<file path="src/rtl/siso_maxlog_stream.sv">
// Streaming max-log-MAP SISO for the 4-state RSC constituent code.
// Symbols are taken one per handshake while the forward (alpha) recursion
// runs. A backward pass then computes beta and one LLR per cycle into a
// buffer, and the buffer is streamed out through a valid/ready port.
module siso_maxlog_stream #(
    parameter int DATA_W  = 10,
    parameter int IN_W    = 4,
    parameter int K       = 7,
    parameter int NORM_EN = 1
) (
    input  logic              clk_i,
    input  logic              reset_n_i,
    input  logic              in_valid_i,
    output logic              in_ready_o,
    input  logic [IN_W-1:0]   sys_i,
    input  logic [IN_W-1:0]   enc_i,
    input  logic [DATA_W-1:0] ext_i,
    input  logic              mode_i,
    output logic              out_valid_o,
    input  logic              out_ready_i,
    output logic [DATA_W-1:0] llr_o,
    output logic              out_last_o,
    output logic              done_o
);

    localparam int IDX_W = (K > 1) ? $clog2(K) : 1;
    localparam logic [IDX_W-1:0] LAST_IDX = IDX_W'(K - 1);

    localparam logic [1:0] ST_LOAD = 2'd0;
    localparam logic [1:0] ST_BWD  = 2'd1;
    localparam logic [1:0] ST_OUT  = 2'd2;

    // Four state metrics, element [s] belongs to trellis state s.
    typedef logic [3:0][DATA_W-1:0] metric4_t;

    localparam logic [DATA_W-1:0] NEG = {1'b1, {(DATA_W-1){1'b0}}};
    localparam logic [DATA_W-1:0] POS = {1'b0, {(DATA_W-1){1'b1}}};
    localparam metric4_t INIT_METRIC = {NEG, NEG, NEG, {DATA_W{1'b0}}};

    function automatic logic [DATA_W-1:0] sat_add(input logic [DATA_W-1:0] a,
                                                  input logic [DATA_W-1:0] b);
        logic [DATA_W:0] s;
        s = {a[DATA_W-1], a} + {b[DATA_W-1], b};
        if (s[DATA_W] != s[DATA_W-1]) return s[DATA_W] ? NEG : POS;
        return s[DATA_W-1:0];
    endfunction

    function automatic logic [DATA_W-1:0] sat_sub(input logic [DATA_W-1:0] a,
                                                  input logic [DATA_W-1:0] b);
        logic [DATA_W:0] s;
        s = {a[DATA_W-1], a} - {b[DATA_W-1], b};
        if (s[DATA_W] != s[DATA_W-1]) return s[DATA_W] ? NEG : POS;
        return s[DATA_W-1:0];
    endfunction

    function automatic logic [DATA_W-1:0] max2(input logic [DATA_W-1:0] a,
                                               input logic [DATA_W-1:0] b);
        return ($signed(a) >= $signed(b)) ? a : b;
    endfunction

    function automatic logic [DATA_W-1:0] sext(input logic [IN_W-1:0] x);
        return {{(DATA_W-IN_W){x[IN_W-1]}}, x};
    endfunction

    // Systematic-plus-a-priori term shared by all branches of a step.
    function automatic logic [DATA_W-1:0] a_metric(input logic [IN_W-1:0]   sys,
                                                   input logic [DATA_W-1:0] ext);
        return sat_add(sext(sys), ext);
    endfunction

    // Branch metrics indexed by {u,p}: [0]=00, [1]=01, [2]=10, [3]=11.
    function automatic metric4_t branch_metrics(input logic [IN_W-1:0]   sys,
                                                input logic [IN_W-1:0]   enc,
                                                input logic [DATA_W-1:0] ext);
        metric4_t g;
        logic [DATA_W-1:0] a, e, na, ne;
        a  = a_metric(sys, ext);
        e  = sext(enc);
        na = sat_sub('0, a);
        ne = sat_sub('0, e);
        g[0] = sat_add(na, ne);
        g[1] = sat_add(na, e);
        g[2] = sat_add(a, ne);
        g[3] = sat_add(a, e);
        return g;
    endfunction

    function automatic logic [DATA_W-1:0] path(input logic [DATA_W-1:0] a,
                                               input logic [DATA_W-1:0] g,
                                               input logic [DATA_W-1:0] b);
        return sat_add(sat_add(a, g), b);
    endfunction

    logic [1:0]        state;
    logic [IDX_W-1:0]  in_idx, bwd_k, out_idx;
    logic              mode_q;
    metric4_t          alpha_mem [K];
    metric4_t          beta_q;
    logic [IN_W-1:0]   sys_mem [K];
    logic [IN_W-1:0]   enc_mem [K];
    logic [DATA_W-1:0] ext_mem [K];
    logic [DATA_W-1:0] llr_buf [K];
    logic              out_valid_q, out_last_q, done_q;
    logic [DATA_W-1:0] llr_q;
    logic              accept;

    metric4_t          g_fwd, alpha_cur, alpha_raw, alpha_next;
    metric4_t          g_bwd, alpha_k, beta_raw, beta_next;
    logic [DATA_W-1:0] m1, m0, llr_full, llr_sel;

    assign in_ready_o  = (state == ST_LOAD);
    assign accept      = in_ready_o & in_valid_i;
    assign out_valid_o = out_valid_q;
    assign out_last_o  = out_last_q;
    assign llr_o       = llr_q;
    assign done_o      = done_q;

    // Forward step on the symbol currently at the input port.
    always_comb begin
        g_fwd     = branch_metrics(sys_i, enc_i, ext_i);
        alpha_cur = alpha_mem[in_idx];
        alpha_raw[0] = max2(sat_add(alpha_cur[0], g_fwd[0]), sat_add(alpha_cur[1], g_fwd[2]));
        alpha_raw[1] = max2(sat_add(alpha_cur[2], g_fwd[0]), sat_add(alpha_cur[3], g_fwd[2]));
        alpha_raw[2] = max2(sat_add(alpha_cur[0], g_fwd[3]), sat_add(alpha_cur[1], g_fwd[1]));
        alpha_raw[3] = max2(sat_add(alpha_cur[2], g_fwd[3]), sat_add(alpha_cur[3], g_fwd[1]));
        for (int t = 0; t < 4; t++) begin
            alpha_next[t] = (NORM_EN != 0) ? sat_sub(alpha_raw[t], alpha_raw[0]) : alpha_raw[t];
        end
    end

    // Backward step and LLR for trellis step bwd_k from the stored symbols.
    always_comb begin
        g_bwd   = branch_metrics(sys_mem[bwd_k], enc_mem[bwd_k], ext_mem[bwd_k]);
        alpha_k = alpha_mem[bwd_k];
        beta_raw[0] = max2(sat_add(g_bwd[0], beta_q[0]), sat_add(g_bwd[3], beta_q[2]));
        beta_raw[1] = max2(sat_add(g_bwd[2], beta_q[0]), sat_add(g_bwd[1], beta_q[2]));
        beta_raw[2] = max2(sat_add(g_bwd[0], beta_q[1]), sat_add(g_bwd[3], beta_q[3]));
        beta_raw[3] = max2(sat_add(g_bwd[2], beta_q[1]), sat_add(g_bwd[1], beta_q[3]));
        for (int t = 0; t < 4; t++) begin
            beta_next[t] = (NORM_EN != 0) ? sat_sub(beta_raw[t], beta_raw[0]) : beta_raw[t];
        end
        m1 = max2(max2(path(alpha_k[0], g_bwd[3], beta_q[2]), path(alpha_k[1], g_bwd[2], beta_q[0])),
                  max2(path(alpha_k[2], g_bwd[3], beta_q[3]), path(alpha_k[3], g_bwd[2], beta_q[1])));
        m0 = max2(max2(path(alpha_k[0], g_bwd[0], beta_q[0]), path(alpha_k[1], g_bwd[1], beta_q[2])),
                  max2(path(alpha_k[2], g_bwd[0], beta_q[1]), path(alpha_k[3], g_bwd[1], beta_q[3])));
        llr_full = sat_sub(m1, m0);
        llr_sel  = mode_q ? sat_sub(llr_full, a_metric(sys_mem[bwd_k], ext_mem[bwd_k])) : llr_full;
    end

    // Alpha history; alpha[0] is the fixed start state and is never rewritten.
    always_ff @(posedge clk_i or negedge reset_n_i) begin
        if (!reset_n_i) begin
            for (int i = 0; i < K; i++) alpha_mem[i] <= INIT_METRIC;
        end else if (accept && (in_idx != LAST_IDX)) begin
            alpha_mem[in_idx + 1'b1] <= alpha_next;
        end
    end

    // Symbol store during LOAD and LLR buffer writes during BWD.
    always_ff @(posedge clk_i) begin
        if (accept) begin
            sys_mem[in_idx] <= sys_i;
            enc_mem[in_idx] <= enc_i;
            ext_mem[in_idx] <= ext_i;
        end
        if (state == ST_BWD) begin
            llr_buf[bwd_k] <= llr_sel;
        end
    end

    // Block sequencing: LOAD -> BWD -> OUT; OUT spends one cycle priming llr_o.
    always_ff @(posedge clk_i or negedge reset_n_i) begin
        if (!reset_n_i) begin
            state       <= ST_LOAD;
            in_idx      <= '0;
            bwd_k       <= '0;
            out_idx     <= '0;
            mode_q      <= 1'b0;
            beta_q      <= INIT_METRIC;
            out_valid_q <= 1'b0;
            out_last_q  <= 1'b0;
            llr_q       <= '0;
            done_q      <= 1'b0;
        end else begin
            done_q <= 1'b0;
            case (state)
                ST_LOAD: begin
                    if (accept) begin
                        if (in_idx == '0) mode_q <= mode_i;
                        if (in_idx == LAST_IDX) begin
                            state  <= ST_BWD;
                            in_idx <= '0;
                            bwd_k  <= LAST_IDX;
                            beta_q <= INIT_METRIC;
                        end else begin
                            in_idx <= in_idx + 1'b1;
                        end
                    end
                end
                ST_BWD: begin
                    beta_q <= beta_next;
                    if (bwd_k == '0) begin
                        state   <= ST_OUT;
                        out_idx <= '0;
                    end else begin
                        bwd_k <= bwd_k - 1'b1;
                    end
                end
                ST_OUT: begin
                    if (!out_valid_q) begin
                        out_valid_q <= 1'b1;
                        llr_q       <= llr_buf[0];
                        out_last_q  <= (LAST_IDX == '0);
                    end else if (out_ready_i) begin
                        if (out_idx == LAST_IDX) begin
                            state       <= ST_LOAD;
                            out_idx     <= '0;
                            out_valid_q <= 1'b0;
                            out_last_q  <= 1'b0;
                            llr_q       <= '0;
                            done_q      <= 1'b1;
                        end else begin
                            out_idx    <= out_idx + 1'b1;
                            llr_q      <= llr_buf[out_idx + 1'b1];
                            out_last_q <= ((out_idx + 1'b1) == LAST_IDX);
                        end
                    end
                end
                default: state <= ST_LOAD;
            endcase
        end
    end

endmodule

</file>
<file path="config.mk">
export PLATFORM = sky130hd
export DESIGN_NAME = siso_maxlog_stream
export DESIGN_NICKNAME = d
export VERILOG_FILES = /design/src/rtl/siso_maxlog_stream.sv
export SDC_FILE = /design/constraint.sdc
export NUM_CORES = 2
export LEC_CHECK = 0
export CAP_MARGIN = 20
export CORE_ASPECT_RATIO = 0.7
export CORE_UTILIZATION = 30
export CTS_CLUSTER_SIZE = 10
export DETAILED_ROUTE_END_ITERATION = 12
export DONT_BUFFER_PORTS = 1
export HOLD_SLACK_MARGIN = 0.02
export PLACE_DENSITY = 0.56
export SETUP_SLACK_MARGIN = 0.2
export SYNTH_ARGS = -nofsm -noshare
export SYNTH_HDL_FRONTEND = slang
export SYNTH_SLANG_ARGS = --single-unit
</file>
<file path="constraint.sdc">
create_clock -name clk_i -period 22.4 [get_ports clk_i]
set_input_delay 2.24 -clock clk_i [delete_from_list [all_inputs] [get_ports clk_i]]
set_output_delay 2.24 -clock clk_i [all_outputs]
set_load 0.02 [all_outputs]
</file>
Yosys cells after proc, flatten, opt, wreduce, memory -nomap -nowiden
Memories as Yosys holds them, arrays and structs flattened.
Index checks and enable logic that the tools add are counted.
{"block": "word_totals", "memories": 4, "ram_bits": 196, "output_inout_bits": 14, "input_bits": 23, "wordCells": 495, "register_bits": 345}
{"memory": "ext_mem", "depth": 7, "width": 10, "rd": 1, "rd_ports_with_merged_regs": 0, "wr": 1, "line_no": "101", "source": "logic [DATA_W-1:0] ext_mem [K];"}
{"memory": "llr_buf", "depth": 7, "width": 10, "rd": 2, "rd_ports_with_merged_regs": 0, "wr": 1, "line_no": "102", "source": "logic [DATA_W-1:0] llr_buf [K];"}
{"memory": "enc_mem", "depth": 7, "width": 4, "rd": 1, "rd_ports_with_merged_regs": 0, "wr": 1, "line_no": "100", "source": "logic [IN_W-1:0] enc_mem [K];"}
{"memory": "sys_mem", "depth": 7, "width": 4, "rd": 1, "rd_ports_with_merged_regs": 0, "wr": 1, "line_no": "99", "source": "logic [IN_W-1:0] sys_mem [K];"}
{"block": "op_classes", "n_bitwise": 4, "eq_ne": 70, "add_sub_neg": 59, "magnitude_cmp": 18, "reduce_logical": 14, "mux": 285}
{"operator": "two-way mux 10 bit", "count": 186}
{"operator": "adder 10 x 10 -> 11 bit", "count": 36}
{"operator": "bitwise mux 280 bit", "count": 1}
{"operator": "two-way mux 40 bit", "count": 7}
{"operator": "binary-select mux 40 bit (select 3 bit)", "count": 2}
{"operator": "greater-or-equal comparator 10 bit", "count": 14}
{"operator": "demux 40 bit (select 3 bit)", "count": 1}
{"operator": "subtractor 10 x 10 -> 11 bit", "count": 10}
{"operator": "one-hot mux 40 bit (2 select lines)", "count": 1}
{"operator": "two-way mux 1 bit", "count": 70}
{"operator": "!= test 1 bit", "count": 56}
{"operator": "adder 10 x 4 -> 11 bit", "count": 4}
{"operator": "two-way mux 3 bit", "count": 8}
{"operator": "adder 4 x 10 -> 11 bit", "count": 2}
{"operator": "subtractor 1 x 10 -> 11 bit (first input constant)", "count": 2}
{"operator": "greater-or-equal comparator 4 bit (second input constant)", "count": 3}
{"operator": "two-way mux 2 bit", "count": 6}
{"operator": "NOT 3 -> 4 bit", "count": 3}
{"operator": "one-hot mux 3 bit (2 select lines)", "count": 2}
{"operator": "!= test 2 bit (second input constant)", "count": 5}
{"operator": "subtractor 1 x 4 -> 5 bit (first input constant)", "count": 2}
{"operator": "== test 3 bit (second input constant)", "count": 3}
{"operator": "AND reduction 4 bit", "count": 2}
{"operator": "adder 3 x 1 -> 3 bit (second input constant)", "count": 2}
{"operator": "other kinds (15)", "count": 22}

Depth between registers and ports, before layout
An unclocked memory read counts as a cell.
{"block": "depth", "depth_word": 34, "ltp_mapped": 115, "mapped_depth_nobuf": 107}

Least setup slack after synthesis
OpenSTA, ideal clock, no wires.
{"block": "synth_timing", "kind": "register -> register", "from": "reg bwd_k[0]", "to": "mem llr_buf[0][1] (data pin)", "arrival_ps": 20931, "setup_time_ps": 272, "path_buffers": 11, "setup_slack_ps": 1197, "stages_incl_launch_ff": 109, "required_time_ps": 22128, "synth_period_minus_slack_ps": 21203, "path_cell_list": "dfrtp_1 > buf_2 > buf_1 > clkbuf_1 > clkbuf_1 > a221oi_1 > o21ai_0 > ha_1 > o21ai_0 > o21ai_0 > a21o_1 > a21o_1 > a21oi_1 > o21bai_1 > xnor2_1 > ha_1 > clkbuf_1 > nor4_1 > [... 73 more ...] > nand2_1 > o21ai_0 > o21ai_0 > a211o_1 > nor2_1 > a21o_1 > ha_1 > inv_1 > fa_1 > a21o_1 > a21oi_1 > o21bai_1 > a21oi_1 > nor2_1 > a21oi_1 > o21ai_0 > maj3_1 > mux2_2"}
{"block": "synth_via", "elab_chain_len": 34, "elab_cells_between_ends": 170, "cone_classes": "add/sub (25); order compare (6); eq/ne (25); mux (110); bitwise (1); memory (3)"}
{"element": "start, declared", "line_no": "95", "source": "logic [IDX_W-1:0] in_idx, bwd_k, out_idx;"}
{"element": "start signal, assigned", "line_no": "206", "source": "bwd_k <= bwd_k - 1'b1;"}
{"element": "memory read (7 x 4 bit) or memory read (7 x 10 bit) (tied branches)"}
{"element": "adder 4 x 10 -> 11 bit", "line_no": "43", "source": "s = {a[DATA_W-1], a} + {b[DATA_W-1], b};"}
{"element": "two-way mux 10 bit or != test 1 bit (tied branches)", "line_no": "44", "source": "if (s[DATA_W] != s[DATA_W-1]) return s[DATA_W] ? NEG : POS;"}
{"element": "two-way mux 10 bit or two-way mux 1 bit (tied branches)", "line_no": "44"}
{"element": "two-way mux 10 bit", "line_no": "45", "source": "return s[DATA_W-1:0];"}
{"element": "subtractor 1 x 10 -> 11 bit", "line_no": "51", "source": "s = {a[DATA_W-1], a} - {b[DATA_W-1], b};"}
{"element": "two-way mux 10 bit or != test 1 bit (tied branches)", "line_no": "52", "source": "if (s[DATA_W] != s[DATA_W-1]) return s[DATA_W] ? NEG : POS;"}
{"element": "two-way mux 10 bit or two-way mux 1 bit (tied branches)", "line_no": "52"}
{"element": "[... 19 more ...]"}
{"element": "two-way mux 10 bit or two-way mux 1 bit (tied branches)", "line_no": "52"}
{"element": "two-way mux 10 bit", "line_no": "53", "source": "return s[DATA_W-1:0];"}
{"element": "subtractor 10 x 10 -> 11 bit", "line_no": "51"}
{"element": "two-way mux 10 bit or != test 1 bit (tied branches)", "line_no": "52"}
{"element": "two-way mux 10 bit or two-way mux 1 bit (tied branches)", "line_no": "52"}
{"element": "two-way mux 10 bit", "line_no": "53"}
{"element": "two-way mux 10 bit *", "line_no": "147", "source": "llr_sel = mode_q ? sat_sub(llr_full, a_metric(sys_mem[bwd_k], ext_mem[bwd_k])) : llr_full;"}
{"element": "named net llr_sel[1]", "line_no": "109", "source": "logic [DATA_W-1:0] m1, m0, llr_full, llr_sel;"}
{"element": "end, declared", "line_no": "102"}
Mark *: on every way through the listed nets, which the timed path passes. The rest lies on a longest branch. The select of a mux whose other input is x is not followed.

Worst setup path after layout
{"block": "layout_timing", "from": "reg bwd_k[2]", "to": "mem llr_buf[1][1] (data pin)"}
Same word-level chain as after synthesis.

==> run_results.csv <==
group,metric,value,unit
sta,rsz0062_at_grt,"false",
final_layout,nFillCells,16980,
setup_path,cpMostUsedCell,"ha_1",
final_layout,syn_to_final_growth,11.03,%
setup_path,cp_data_arrival_time,21.39,ns
sta,finalSetupTns,0,ns
drt,drt_iter0_drc,4637,
drt,via_per_inst,5.463,
global_route,grt_start_max_net_pins,266,
synth,syn_area_per_cell,8.342,µm²
setup_path,worstPathMaxFanout,24,
final_layout,drive_above_1_share,8.472,%
die,die_area,166400,µm²
global_route,grt_pass1_vias,41320,
drt,drc,0,
drt,wl_per_cell,21.56,µm
sta,drv_slew,0,
placed_design,place_hpwl,138500,µm
setup_path,cpPeakStageDelay,0.51,ns
die,core_area,163400,µm²
placed_design,dp.cells,8099,
sta,setup_viol,0,
synth,synth_warnings,0,
hold_path,hold_class,"flop to flop",
clock_network,cts_hold_buf,0,
sta,fin_ws,1.389,ns
die,start_util,30.26,%
sta,worst_pin_slew,1.387,ns
setup_path,end_kind,"flop",
clock_network,h-tree-depth,2,
setup_path,cp-start-kind,"flop",
clock_network,cts-root-buf,"clkbuf_16",
final_layout,final_common_cell,"ha_1",
final_layout,instances_no_fill,8227,
placed_design,place_ws,0.06599,ns
clock_network,tritoncts,"done",
synth,synth_ff_type,"dfrtp_1",
setup_path,path_class,"flop to flop",
run,maxCapViolCount,0,
synth,netlist_instances,5926,
final_layout,fin_nets,6710,
die,rows,124,
placed_design,portBuffers,0,
clock_network,cts_sinks,461,
final_layout,final_cell_mix,"ha_1 (662), o21ai_0 (658), nand2_1 (511)",
die,die_w,487.2,µm
clock_network,cts_buffers,53,
global_route,grt_usage,20.75,%
synth,synth-async-reset-ratio,57.48,%
die,io_pins,37,
drt,postRouteWirelength,177400,µm
die,die_y,341.6,µm
sta,period_needed,21.01,ns
drt,vias,44940,
drt,first_pass_iters,8,
global_route,gr-total-overflow,0,
placed_design,globalplace.congestion,0.9830,
clock_network,clk_latency,0.66,ns
sta,finalCritPeriodShare,93.80,%
clock_network,path_clk_slew,0.06,ns
setup_path,worstPathRequired,22.78,ns
sta,max_slew_margin,7.556,%
synth,syn_area,49430,µm²
sta,max_freq,0.04760,GHz
final_layout,fin_util,33.60,%
synth,synth_edf_count,196,
clock_network,cts_max_path_buffers,3,
drt,ant_nets,0,
synth,ys_ff_latch,461,
global_route,antenna_found_initial,4,
outcome,outcome,"complete, no violations",
global_route,grt_pass1_wl,264300,µm
sta,finClkSkew,0.05036,ns
setup_path,critPathSlowestCell,"dfrtp_4",
sta,hold_viol,0,
synth,ys_seq_area_share,25.38,%
synth,yosysUniqueCellTypes,103,
[flip-flops by register name (all words and copies together) (netlist names), 10 cells and up]
| register | cells |
|---|---|
| alpha_mem | 210 |
| llr_o | 10 |
| sys_mem | 28 |
| beta_q | 30 |
| llr_buf | 70 |
| enc_mem | 28 |
| ext_mem | 70 |
[metal layers]
layer,part of all wire [%],GRT usage (%),vias to the layer above
met5,0.062,0.2558,-
met3,10,4.255,164
met2,37,27.66,1777
met4,1.3,2.884,8
met1,51,33.62,21420
li1,-,-,21580
[repair_timing]
action | 4_1_cts | 5_1_grt
endpoints found under the setup margin | 63 | 70
cloned | 0 | 0
setup buffers | 0 | 22
pin swaps | 0 | 18
gates resized for setup | 4 | 107
[worst paths after layout]
| path | startpoint | to | slack (ns) | cells past startpoint |
|---|---|---|---|---|
| min in group asynchronous | reset_n_i | llr_o[3] | 1.29 | 0 |
| worst min register to register | alpha_mem[74] | alpha_mem[74] | 0.48 | 2 |
| worst max-delay path | bwd_k[2] | llr_buf[1][1] | 1.39 | 103 |
| max in group asynchronous | reset_n_i | alpha_mem[138] | 19.99 | 0 |
| worst min-delay path | alpha_mem[74] | alpha_mem[74] | 0.48 | 2 |
| worst max register to register | bwd_k[2] | llr_buf[1][1] | 1.39 | 103 |
[cell usage after synthesis (26+ instances only)]
library cell / number / area (µm²)
mux2i_1: 126 / 1261
a211oi_1: 47 / 352.8
o31ai_1: 34 / 255.2
a21boi_0: 60 / 450.4
a31oi_1: 44 / 275.3
a21o_1: 123 / 923.4
mux2_2: 62 / 698.2
edfxtp_1: 196 / 5886
a221oi_1: 57 / 499.2
fa_1: 46 / 920.9
nor2_1: 447 / 1678
o21ai_0: 684 / 3423
o21bai_1: 89 / 668.1
o211ai_1: 26 / 195.2
o22ai_1: 72 / 450.4
and2_1: 31 / 193.9
nand2b_1: 87 / 544.3
a22oi_1: 35 / 262.8
o21a_1: 145 / 1089
o221ai_1: 41 / 359.1
ha_1: 666 / 8333
xnor2_1: 234 / 2049
clkbuf_1: 192 / 720.7
xor2_1: 75 / 656.9
dfrtp_1: 241 / 6031
a21oi_1: 415 / 2077
nor2b_1: 99 / 619.3
or2_2: 35 / 219.0
nand3_1: 59 / 295.3
inv_1: 440 / 1652
nand2_1: 515 / 1933
nor3_1: 89 / 445.4
[cell type report]
cell class	instances	area (µm²)	area share, %
timing repair buffer	172	1300	2.369
sequential	461	12560	22.88
clock inverter	6	122.6	0.2234
antenna	2	5.005	0.009119
clock buffer	94	1500	2.733
tap	2205	2759	5.027
multi-input combinational	4841	34960	63.70
inverter	446	1679	3.059
[stage by stage]
stage / instance area, µm² / hold WS, ns
floorplan: 49610 / 0.4498
global placement: 52660 / 0.4617
detailed placement: 52680 / 0.4705
CTS: 54310 / 0.4837
global route: 54880 / 0.5034
finish: 54890 / 0.4845
[critical path: cells and delay by family (launching register included)]
family / cells / cell delay [ns]
AO/OA/AOI/OAI: 57 / 10.47
multiplexers: 1 / 0.32
buffers and inverters: 9 / 1.28
AND/OR/NAND/NOR: 20 / 3.24
adder cells (fa/ha/maj): 14 / 4.40
flip-flops: 1 / 0.51
XOR/XNOR: 2 / 0.46
[kinds of logic (layout without fill, tap and decap cells)]
kind of cell / count (synthesis) / after routing / synth area share, %
AOI/OAI and AO/OA: 2050 / 2050 / 26.20
xor gates and xnor gates: 310 / 310 / 5.508
adders and majority gates: 734 / 734 / 19.17
buffers and inverters: 670 / 718 / 5.184
DFF: 461 / 461 / 25.38
muxes: 198 / 198 / 4.419
other: 2 / 50 / 0.01519
and+or+nand+nor: 1501 / 1501 / 14.12
Power is not shown: default switching activity piles up to over one toggle a cycle in this logic, so the estimate is an artifact.
